`src/rtl/template_corr_scorer.sv`:
```
// Template correlation scorer: raster-scans a TPL_W x TPL_H window against a template,
// accumulating per-pixel similarity or SAD, with optional SAD early abort.
module template_corr_scorer #(
  parameter int PIX_W   = 10,
  parameter int TPL_W   = 32,
  parameter int TPL_H   = 32,
  parameter int COORD_W = 13,
  parameter int RD_LAT  = 1,
  parameter int ACC_W   = 32
) (
  input  logic               iCLK,
  input  logic               iRST_N,
  input  logic               iStart,
  input  logic               iMode,
  input  logic               iAbortEn,
  input  logic [ACC_W-1:0]   iThreshold,
  input  logic [COORD_W-1:0] iXstart,
  input  logic [COORD_W-1:0] iYstart,
  input  logic [PIX_W-1:0]   reading_sram,
  input  logic [PIX_W-1:0]   reading_search,
  output logic [COORD_W-1:0] oX_sram,
  output logic [COORD_W-1:0] oY_sram,
  output logic [COORD_W-1:0] oX_search,
  output logic [COORD_W-1:0] oY_search,
  output logic               oBusy,
  output logic               oDone,
  output logic               oAborted,
  output logic [ACC_W-1:0]   oScore
);

  localparam logic [1:0] S_IDLE  = 2'd0;
  localparam logic [1:0] S_ISSUE = 2'd1;
  localparam logic [1:0] S_DRAIN = 2'd2;
  localparam logic [1:0] S_DONE  = 2'd3;

  localparam logic [COORD_W-1:0] X_LAST = COORD_W'(TPL_W - 1);
  localparam logic [COORD_W-1:0] Y_LAST = COORD_W'(TPL_H - 1);
  localparam logic [COORD_W-1:0] C_ONE  = COORD_W'(1);
  localparam logic [PIX_W:0]     PIX_MAX = {1'b0, {PIX_W{1'b1}}};

  logic [1:0]         state_q, state_d;
  logic [COORD_W-1:0] cnt_x_q, cnt_x_d, cnt_y_q, cnt_y_d;
  logic [COORD_W-1:0] xbase_q, xbase_d, ybase_q, ybase_d;
  logic               mode_q, mode_d, abort_en_q, abort_en_d;
  logic [ACC_W-1:0]   thr_q, thr_d, acc_q, acc_d, score_q, score_d;
  logic               aborted_q, aborted_d;
  logic [RD_LAT-1:0]  vld_q, vld_d;
  logic [COORD_W-1:0] x_sram_q, x_sram_d, y_sram_q, y_sram_d;
  logic [COORD_W-1:0] x_srch_q, x_srch_d, y_srch_q, y_srch_d;

  logic [PIX_W:0] diff_w, mag_w, term_w;
  logic           abort_hit;
  logic           last_addr;

  // Difference taken one bit wider so the sign bit selects the magnitude without underflow.
  always_comb begin
    diff_w = {1'b0, reading_sram} - {1'b0, reading_search};
    mag_w  = diff_w[PIX_W] ? ({(PIX_W+1){1'b0}} - diff_w) : diff_w;
    term_w = mode_q ? mag_w : (PIX_MAX - mag_w);
  end

  assign abort_hit = mode_q && abort_en_q && (acc_q > thr_q);
  assign last_addr = (cnt_x_q == X_LAST) && (cnt_y_q == Y_LAST);

  always_comb begin
    state_d    = state_q;
    cnt_x_d    = cnt_x_q;
    cnt_y_d    = cnt_y_q;
    xbase_d    = xbase_q;
    ybase_d    = ybase_q;
    mode_d     = mode_q;
    abort_en_d = abort_en_q;
    thr_d      = thr_q;
    acc_d      = acc_q;
    score_d    = score_q;
    aborted_d  = aborted_q;
    x_sram_d   = x_sram_q;
    y_sram_d   = y_sram_q;
    x_srch_d   = x_srch_q;
    y_srch_d   = y_srch_q;
    vld_d      = RD_LAT'({vld_q, 1'b0});
    case (state_q)
      S_IDLE, S_DONE: begin
        if (iStart) begin
          xbase_d    = iXstart;
          ybase_d    = iYstart;
          mode_d     = iMode;
          abort_en_d = iAbortEn;
          thr_d      = iThreshold;
          acc_d      = '0;
          aborted_d  = 1'b0;
          cnt_x_d    = '0;
          cnt_y_d    = '0;
          state_d    = S_ISSUE;
        end else begin
          state_d = S_IDLE;
        end
      end
      default: begin
        if (abort_hit) begin
          // In-flight samples are dropped by clearing the valid pipe.
          state_d   = S_DONE;
          score_d   = acc_q;
          aborted_d = 1'b1;
          vld_d     = '0;
        end else begin
          if (vld_q[RD_LAT-1]) begin
            acc_d = acc_q + ACC_W'(term_w);
          end
          if (state_q == S_ISSUE) begin
            x_srch_d = cnt_x_q;
            y_srch_d = cnt_y_q;
            x_sram_d = xbase_q + cnt_x_q;
            y_sram_d = ybase_q + cnt_y_q;
            vld_d    = RD_LAT'({vld_q, 1'b1});
            if (cnt_x_q == X_LAST) begin
              cnt_x_d = '0;
              cnt_y_d = cnt_y_q + C_ONE;
            end else begin
              cnt_x_d = cnt_x_q + C_ONE;
            end
            if (last_addr) begin
              state_d = S_DRAIN;
            end
          end else if (vld_q == '0) begin
            state_d = S_DONE;
            score_d = acc_q;
          end
        end
      end
    endcase
  end

  always_ff @(posedge iCLK or negedge iRST_N) begin
    if (!iRST_N) begin
      state_q    <= S_IDLE;
      cnt_x_q    <= '0;
      cnt_y_q    <= '0;
      xbase_q    <= '0;
      ybase_q    <= '0;
      mode_q     <= 1'b0;
      abort_en_q <= 1'b0;
      thr_q      <= '0;
      acc_q      <= '0;
      score_q    <= '0;
      aborted_q  <= 1'b0;
      vld_q      <= '0;
      x_sram_q   <= '0;
      y_sram_q   <= '0;
      x_srch_q   <= '0;
      y_srch_q   <= '0;
    end else begin
      state_q    <= state_d;
      cnt_x_q    <= cnt_x_d;
      cnt_y_q    <= cnt_y_d;
      xbase_q    <= xbase_d;
      ybase_q    <= ybase_d;
      mode_q     <= mode_d;
      abort_en_q <= abort_en_d;
      thr_q      <= thr_d;
      acc_q      <= acc_d;
      score_q    <= score_d;
      aborted_q  <= aborted_d;
      vld_q      <= vld_d;
      x_sram_q   <= x_sram_d;
      y_sram_q   <= y_sram_d;
      x_srch_q   <= x_srch_d;
      y_srch_q   <= y_srch_d;
    end
  end

  assign oX_sram   = x_sram_q;
  assign oY_sram   = y_sram_q;
  assign oX_search = x_srch_q;
  assign oY_search = y_srch_q;
  assign oBusy     = (state_q == S_ISSUE) || (state_q == S_DRAIN);
  assign oDone     = (state_q == S_DONE);
  assign oAborted  = aborted_q;
  assign oScore    = score_q;

endmodule

```
`config.mk`:
```
export PLATFORM = sky130hd
export DESIGN_NAME = template_corr_scorer
export DESIGN_NICKNAME = d
export VERILOG_FILES = /design/src/rtl/template_corr_scorer.sv
export SDC_FILE = /design/constraint.sdc
export NUM_CORES = 1
export LEC_CHECK = 0
export CORE_ASPECT_RATIO = 1.25
export CORE_MARGIN = 2
export CORE_UTILIZATION = 55
export DETAILED_ROUTE_END_ITERATION = 8
export PLACE_DENSITY = 0.81
export SYNTH_ARGS = -nofsm -noshare
export SYNTH_HDL_FRONTEND = slang
export SYNTH_SLANG_ARGS = --single-unit
```
`constraint.sdc`:
```
create_clock -name iCLK -period 3.9 [get_ports iCLK]
set_clock_uncertainty 0.15 [all_clocks]
set_input_delay 0.975 -clock iCLK [delete_from_list [all_inputs] [get_ports iCLK]]
set_output_delay 0.975 -clock iCLK [all_outputs]
set_load 0.01 [all_outputs]
```
Yosys cells after proc, flatten, opt, wreduce, memory -nomap -nowiden
Index checks and enable logic that the tools add are counted.
- word-level logic and storage cells: 86
- register bits: 206
- input bits: 83
- output and inout port bits: 87
- eq/ne operators: 11
- bitwise operators: 2
- mux-type cells: 30
- order comparisons: 1
- add/subtract/negate cells: 8
- reductions and logical operators: 18
- operators by type and width (cell ; number):
    32-bit 2-to-1 mux ; 7
    13-bit 2-to-1 mux ; 9
    32-bit by 11-bit adder with 32-bit output ; 1
    32-bit > comparator ; 1
    13-bit by 1-bit adder with 13-bit output, second input constant ; 2
    13-bit adder ; 2
    13-bit by 5-bit equality test with 1-bit output, second input constant ; 2
    11-bit 2-to-1 mux ; 2
    3-bit AND reduction ; 4
    1-bit by 11-bit subtractor with 11-bit output, first input constant ; 1
    10-bit by 10-bit subtractor with 11-bit output ; 1
    10-bit by 11-bit subtractor with 11-bit output, first input constant ; 1
    2-bit 2-to-1 mux ; 5
    2-bit nonzero test ; 4
    1-bit 2-to-1 mux ; 7
    2-bit AND reduction ; 3
    2-bit equality test, second input constant ; 2
    2-bit by 1-bit != test with 1-bit output, second input constant ; 2
    2-bit != test, second input constant ; 2
    4-bit by 1-bit != test with 1-bit output, second input constant ; 1
    4-bit by 3-bit != test with 1-bit output, second input constant ; 1
    4-bit AND reduction ; 1
    1-bit logical AND ; 3
    2-bit by 1-bit equality test with 1-bit output, second input constant ; 1
    4 further kinds ; 5

Longest topological paths before layout
Gate-level depths: netlist of run 1.
- depth in word-level cells: 9
- gate-level depth with buffers: 22
- depth with buffers taken out: 21

Worst setup path before layout of run 1
OpenSTA, ideal clock, no wires.
- path type: input to register
- start point: input port reading_sram[0]
- end point: register acc_q[31]
- data required time: 3.668 ns
- stages: 22
- arrival: 5.114 ns
- setup time: 0.082 ns
- path slack: -1.446 ns
- buffers on the path: 1
- cells stage by stage: inv_1 > ha_1 > inv_1 > fa_1 > a21o_1 > a2111o_1 > a21o_1 > a21o_1 > nand3_1 > nand2_1 > mux2i_1 > xor2_1 > ha_1 > a211oi_1 > nor2_1 > o31a_1 > o41ai_1 > a21bo_2 > buf_2 > nor4_2 > a41o_1 > a31oi_1
- word-level cells in the longest chain between the ends: 9
- ends and longest elaborated chain (what ; RTL line ; text):
    from (decl) ; 19 ; input logic [PIX_W-1:0] reading_sram,
    10-bit by 10-bit subtractor with 11-bit output (*) ; 57 ; diff_w = {1'b0, reading_sram} - {1'b0, reading_search};
    1-bit by 11-bit subtractor with 11-bit output ; 58 ; mag_w = diff_w[PIX_W] ? ({(PIX_W+1){1'b0}} - diff_w) : diff_w;
    11-bit 2-to-1 mux (*) ; 58 ;
    10-bit by 11-bit subtractor with 11-bit output ; 59 ; term_w = mode_q ? mag_w : (PIX_MAX - mag_w);
    11-bit 2-to-1 mux (*) ; 59 ;
    32-bit by 11-bit adder with 32-bit output (*) ; 108 ; acc_d = acc_q + ACC_W'(term_w);
    32-bit 2-to-1 mux (*) ; 107 ; if (vld_q[RD_LAT-1]) begin
    32-bit 2-to-1 mux (*) ; 100 ; if (abort_hit) begin
    32-bit 2-to-1 mux (*) ; 82 ; case (state_q)
    to (signal assigned) ; 144 ; acc_q <= '0;
    to (signal assigned) ; 161 ; acc_q <= acc_d;
    to (decl) ; 45 ; logic [ACC_W-1:0] thr_q, thr_d, acc_q, acc_d, score_q, score_d;
Mark *: on every way between the ends. The rest lies on a longest branch, timed or not. The select of a mux whose other input is x is not followed.
A chain may end at the register's enable or synchronous reset.

Final worst setup path of run 1
- start point: input port reading_sram[0]
- end point: register acc_q[17]
Same word-level chain as after synthesis.

==> flow_summary.json, run 1 <==
{
  "outcome": "complete, but fails checks",
  "violations": "setup timing",
  "power-per-cell-area_nw_per_um2": 429,
  "syn_avg_cell_area_um2": 9.88,
  "grt_pass1_wl_mm": 47.3,
  "drt-initial-drc-count": 472,
  "crit_fanout": 5,
  "num_vias": 9683,
  "yosysSeqAreaShare_pct": 44.1,
  "min_period_over_period_pct": 125,
  "synthCells": 1185,
  "slew_viol_final": 0,
  "cts_tree": "yes",
  "ys_types": 72,
  "worst_setup_path_end_kind": "register",
  "syn_nets": 1356,
  "path_clk_slew_ns": 0.06,
  "synthesis.area_um2": 11700,
  "path_buf_inv": 4,
  "hp-start": "oX_sram[8]",
  "synthMuxAreaShare_pct": 7.08,
  "port_buffers": 169,
  "grt.overflow.total": 0,
  "synth_xor_area_share_pct": 4.86,
  "crit_type": "in2reg",
  "cts_buffers": 22,
  "num_antenna_cells": 0,
  "synth-adder-area-share_pct": 9.67,
  "coreArea_um2": 20800,
  "start_util_pct": 56.2,
  "arrival_ns": 5.15,
  "setup_violations": 29,
  "final_layout_size_suffix_gt1_share_pct": 16.3,
  "cp.required_ns": 4.16,
  "place_hpwl_mm": 20.1,
  "holdCritPathClass": "reg2reg",
  "crit_slowest_cell": "a2111o_1",
  "grt_max_degree": 94,
  "ir_worst_vdd_v": 0.000358,
  "die_h_um": 167,
  "max_freq_mhz": 205,
  "ys_ff_latch": 206,
  "worstMarginPinSlew_ns": 1.09,
  "grt_pass1_vias": 9935,
  "cp_slowest_stage_delay_ns": 0.38,
  "relSlewSlack_pct": 26.9,
  "async_reset_ff_share_pct": 100,
  "startpoint": "reading_sram[0]",
  "ant_nets": 0,
  "routed_via_density": 5.68,
  "ctsHoldBuffers": 0,
  "crit_family": "compound AO/OA/AOI/OAI gates",
  "timing.final.ws_setup_ns": -0.989,
  "drv_cap": 0,
  "critical-path-top-cell-by-count": "a21o_1",
  "die_w_um": 134,
  "gp_congestion": 0.869,
  "period_needed_ns": 4.89,
  "rsz0062_at_grt": "true",
  "dieArea_um2": 22500,
  "io_pins": 170,
  "ys.flop_type": "dfrtp_1",
  "routedWlPerCell_um": 16.7,
  "cp-start-kind": "input port",
  "reg2reg_from": "acc_q[13]",
  "grt_usage_pct": 25.6,
  "clk_latency_ns": 0.52,
  "leakage_nw": 7.27,
  "clockBufferDepth": 3,
  "root_buffer": "clkbuf_16",
  "nets": 1588,
  "crit_chain": "buf_8, inv_12, ha_4, inv_2, fa_2, a21o_1, a2111o_1, a21o_1, a21o_1, nand3_2, nand2_4, mux2i_4, xor2_1, ha_1, a211oi_2, nor2_1, o31a_1, o41ai_4, a21bo_2, buf_6, nor4b_1, xor2_1, a22o_1",
  "post_dp_cell_area_um2": 14300,
  "synth_edf_count": 0,
  "rows": 59,
  "drt_pass1_iterations": 5,
  "synth_top_family_by_area": "simple AND/OR/NAND/NOR gates",
  "post-route-drc-count": 0,
  "wl_mm": 28.4,
  "synth_warnings": 0,
  "cts_htree_levels": 1,
  "cts_sinks": 206,
  "fin_area_um2": 15300,
  "synth-compound-area-share_pct": 13.9,
  "hold_viol": 0,
  "fin_setup_tns_ns": -23.45,
  "area_growth_pct": 30.6,
  "antenna_found_initial": 0,
  "synthSimpleGateAreaFrac_pct": 16.3
}
worst reg2reg max path, delay by kind of cell, from the launching register on:
family	cells	cell delay (ns)
buffers and inverters	1	0.26
adders and majority gates	1	0.35
muxes	1	0.29
DFF	1	0.46
AOI/OAI and AO/OA	4	1.16
and+or+nand+nor	3	0.85
layout make-up:
| type | instances | area (µm²) |
|---|---|---|
| Inverter | 67 | 264 |
| Clock buffer | 33 | 672 |
| Sequential cell | 206 | 5150 |
| Timing Repair Buffer | 256 | 2380 |
| Multi-Input combinational cell | 864 | 6410 |
| Tap cell | 274 | 343 |
| Clock inverter | 4 | 60.1 |
| Fill cell | 1507 | 5530 |
layer usage:
layer	GRT usage, %	vias up	routed length [µm]
met5	0	-	0
li1	-	4645	-
met3	2.98	43	1100
met2	46.5	239	14800
met1	31.8	4756	11900
met4	7.46	0	618
worst paths after layout:
check / end / depth (start not counted) / slack, ns
worst max-delay path: acc_q[17] / 23 / -0.99
worst min-delay path: oX_sram[8] / 2 / 0.32
worst max register to register: acc_q[28] / 10 / 0.26
worst min register to register: oX_sram[8] / 2 / 0.32
max in group asynchronous: oScore[22] / 2 / 2.34
min in group asynchronous: oScore[12] / 1 / 0.39
where the power goes:
| part | internal (mW) | switching (mW) |
|---|---|---|
| Sequential | 2.24 | 0.141 |
| Clock | 1.25 | 0.839 |
| Combinational | 1.11 | 0.969 |
registers in the layout, summed over array words and instances (netlist names), 13 cells and up:
register	cells
acc_q	32
oScore	32
thr_q	32
cnt_x_q	13
cnt_y_q	13
oX_search	13
oX_sram	13
oY_search	13
oY_sram	13
xbase_q	13
ybase_q	13
layout by cell type, fill, tap and decap left out, types with 22 or more instances in the layout:
master           instances
a21oi_1                 25
buf_4                   82
clkbuf_16               22
clkdlybuf4s50_1        156
dfrtp_1                206
ha_1                    80
inv_1                   59
mux2_1                  30
mux2_2                  38
nand2_1                176
nor2_1                  52
o21ai_0                 86
xnor2_1                 33
xor2_1                  31
Yosys cell counts, types with 4 or more instances:
cell,n,area [µm²]
xnor2_1,34,298
ha_1,84,1050
a31oi_1,10,62.6
mux2_1,30,338
xor2_1,31,272
nand2b_1,14,87.6
buf_2,7,35.0
o21ai_1,10,50.1
mux2i_1,4,40.0
o211ai_1,7,52.6
buf_1,5,18.8
and3_1,19,119
fa_1,4,80.1
dfrtp_1,206,5150
nor4_1,10,62.6
a22o_1,12,105
nor3_1,24,120
nor3b_1,5,37.5
nor4b_1,8,70.1
nor2b_1,13,81.3
o22ai_1,4,25.0
clkbuf_1,29,109
buf_4,4,30.0
o21ai_0,90,450
nand3_1,21,105
a211o_1,5,43.8
inv_1,65,244
nor2_1,54,203
a21o_1,16,120
nand2_1,177,664
and2_1,7,43.8
nand4_1,9,56.3
o31ai_1,15,113
a311o_1,5,50.1
nor4_2,8,100
o21a_1,9,67.6
o21bai_1,6,45.0
o41ai_1,4,35.0
mux2_2,40,450
a21oi_1,26,130
a211oi_1,8,60.1
stage by stage:
| stage | utilization [%] | worst slack, ns | hold WS, ns | std cells | power [mW] |
|---|---|---|---|---|---|
| 2_1_floorplan | - | -1.14 | 0.324 | 1185 | 3.48 |
| 3_3_place_gp | 68.5 | -1.92 | 0.302 | 1658 | 4.17 |
| 3_5_place_dp | 68.5 | -2.06 | 0.310 | 1658 | 4.23 |
| 4_1_cts | 73.0 | -1.04 | 0.327 | 1704 | 6.52 |
| 5_1_grt | 73.4 | -1.14 | 0.338 | 1704 | 6.87 |
| 6_report | 73.4 | -0.989 | 0.323 | 1704 | 6.55 |
kinds of logic (layout without fill, tap and decap cells):
family	count (synthesis)	count (layout)
AOI/OAI and AO/OA	250	250
xor gates and xnor gates	65	65
adders and majority gates	88	88
buffers and inverters	115	360
DFF	206	206
muxes	74	74
and+or+nand+nor	387	387
repair_timing:
item	in CTS	in global routing
buffers inserted	8	2
gates resized for setup	44	23
pin swaps	28	24
cloned	1	0
setup endpoints to repair	31	30
Note: power is estimated with default switching activity, not from simulation.
==> inputs of run 2 (changes only) <==
Settings changed: CTS_CLUSTER_SIZE set to 40, GPL_TIMING_DRIVEN set to 0.
==> run 2 against run 1 <==
Compared with the run above: the run still ends with setup timing left; core utilization is 0.99 points lower; count of clock-buffer cells in the layout is the same; combinational power is 12% lower; register-to-register slack got worse by 0.21 ns; via count decreased by 0.72%; setup slack got worse by 0.088 ns; sequential share of layout area increased by 0.46 points; die area did not move.
==> flow_summary.json, run 2 (same netlist as run 1, synthesis figures left out) <==
{
  "nets": 1568,
  "routedWlPerCell_um": 17.6,
  "num_antenna_cells": 0,
  "antenna_found_initial": 0,
  "holdCritPathClass": "reg2reg",
  "path_clk_slew_ns": 0.06,
  "power.net_switching_mw": 1.89,
  "clockBufferDepth": 3,
  "comb_power_share_pct": 28.2,
  "port_buffers": 169,
  "worstMarginPinSlew_ns": 0.842,
  "relSlewSlack_pct": 43.8,
  "num_vias": 9613,
  "start_util_pct": 56.2,
  "max_freq_mhz": 201,
  "cts_buffers": 22,
  "crit_slowest_cell": "a2111o_1",
  "worst_setup_path_end_kind": "register",
  "layout_common_cells": "dfrtp_1 (206), nand2_1 (176), clkdlybuf4s50_1 (156)",
  "min_period_over_period_pct": 128,
  "grt_usage_pct": 26.4,
  "drt_pass1_iterations": 5,
  "dieArea_um2": 22500,
  "p_seq_share_pct": 37.0,
  "gp_congestion": 0.859,
  "violations": "setup timing",
  "root_buffer": "clkbuf_16",
  "io_pins": 170,
  "cp-start-kind": "input port",
  "clk_latency_ns": 0.51,
  "rsz0062_at_grt": "true",
  "crit_fanout": 5,
  "arrival_ns": 5.21,
  "power-per-cell-area_nw_per_um2": 427,
  "hold_viol": 0,
  "crit_chain": "buf_8, inv_12, ha_4, inv_2, fa_2, a21o_1, a2111o_1, a21o_1, a21o_1, nand3_2, nand2_4, mux2i_4, xor2_1, ha_1, a211oi_2, nor2_2, o31a_1, o41ai_2, a21bo_2, buf_8, nor4b_2, xor2_1, a22o_1",
  "slew_viol_final": 0,
  "fin_area_um2": 15100,
  "rows": 59,
  "ant_nets": 0,
  "crit_type": "in2reg",
  "ir_worst_vdd_v": 0.000309,
  "die_w_um": 134,
  "cts_tree": "yes",
  "p_clk_share_pct": 34.8,
  "timing.final.ws_setup_ns": -1.08,
  "grt_max_degree": 110,
  "final_layout_size_suffix_gt1_share_pct": 13.2,
  "drv_cap": 0,
  "outcome": "complete, but fails checks",
  "setup_violations": 29,
  "place_hpwl_mm": 21.0,
  "routed_via_density": 5.70,
  "grt_pass1_wl_mm": 48.3,
  "internal_power_mw": 4.56,
  "coreArea_um2": 20800,
  "post_dp_cell_area_um2": 13900,
  "period_needed_ns": 4.98,
  "p_total_mw": 6.44,
  "wl_mm": 29.7,
  "cts_htree_levels": 1,
  "die_h_um": 167,
  "mostFrequentLayoutCell": "dfrtp_1",
  "cp_slowest_stage_delay_ns": 0.40,
  "post-route-drc-count": 0,
  "cts_sinks": 206,
  "grt.overflow.total": 0,
  "ctsHoldBuffers": 0,
  "fillers": 1510,
  "drt-initial-drc-count": 506,
  "grt_pass1_vias": 9734,
  "cp.required_ns": 4.13,
  "critical-path-top-cell-by-count": "a21o_1",
  "area_growth_pct": 28.8,
  "leakage_nw": 7.07,
  "swShare_pct": 29.3
}
==> run 2: worst max-delay path: cells and delay by family <==
kind | cells | cell delay, ns
AO/OA/AOI/OAI | 9 | 2.25
XOR/XNOR | 2 | 0.33
adder cells (fa/ha/maj) | 3 | 0.80
buffers and inverters | 4 | 0.35
multiplexers | 1 | 0.21
AND/OR/NAND/NOR | 4 | 0.30
==> run 2: repair_timing <==
item | CTS | global route
setup buffers | 12 | 6
endpoints found under the setup margin | 32 | 60
gates cloned | 1 | 0
pin swaps | 30 | 19
resized for setup | 57 | 14
==> run 2: area by class of cell <==
cell class	instances	area (µm²)	share of cell area, %
flip-flops and latches	206	5150	34.2
multi-input cells	864	6410	42.5
well taps	274	343	2.27
clock buffers	33	673	4.46
inverters	67	265	1.76
plain buffers	47	235	1.56
repair buffers	189	1880	12.5
clock inverters	7	113	0.747
==> run 2: path summary, 6_finish.rpt <==
kind	startpoint	end	slack, ns	depth (start not counted)
max reg2reg	mode_q	acc_q[15]	0.05	14
min reg2reg	oX_sram[5]	oX_sram[5]	0.33	2
min	oX_sram[5]	oX_sram[5]	0.33	2
min in group asynchronous	iRST_N	oScore[8]	0.36	1
max	reading_sram[0]	acc_q[15]	-1.08	23
max in group asynchronous	iRST_N	cnt_y_q[4]	2.26	2
==> run 2: layer usage <==
metal,wire length (µm),part of all wire (%),global-route usage (%),up-vias
li1,-,-,-,4610
met1,12200,41,33.4,4671
met2,15200,51,46.7,275
met3,1490,5.0,3.04,57
met4,751,2.5,9.24,0
met5,0,0,0,-
==> run 2: power by group through the flow <==
stage | sequential [mW] | clock (mW) | combinational, mW
after floorplan | 2.35 | 0 | 1.13
after global routing | 2.39 | 2.37 | 1.98
final | 2.39 | 2.24 | 1.82
after CTS | 2.38 | 2.27 | 1.69
after global placement | 2.41 | 0 | 1.41
after detailed placement | 2.41 | 0 | 1.46
==> run 2: stage by stage <==
step / instances / setup WS (ns) / hold slack [ns] / TNS, ns / utilization (%)
finish: 1687 / -1.08 / 0.327 / -24.83 / 72.4
global route: 1687 / -1.24 / 0.344 / -29.47 / 72.4
CTS: 1681 / -1.10 / 0.329 / -25.65 / 71.9
detailed placement: 1629 / -2.11 / 0.310 / -56.44 / 66.8
global placement: 1628 / -6.79 / 0.303 / -1449.89 / 66.6
floorplan: 1185 / -1.14 / 0.324 / -27.31 / -
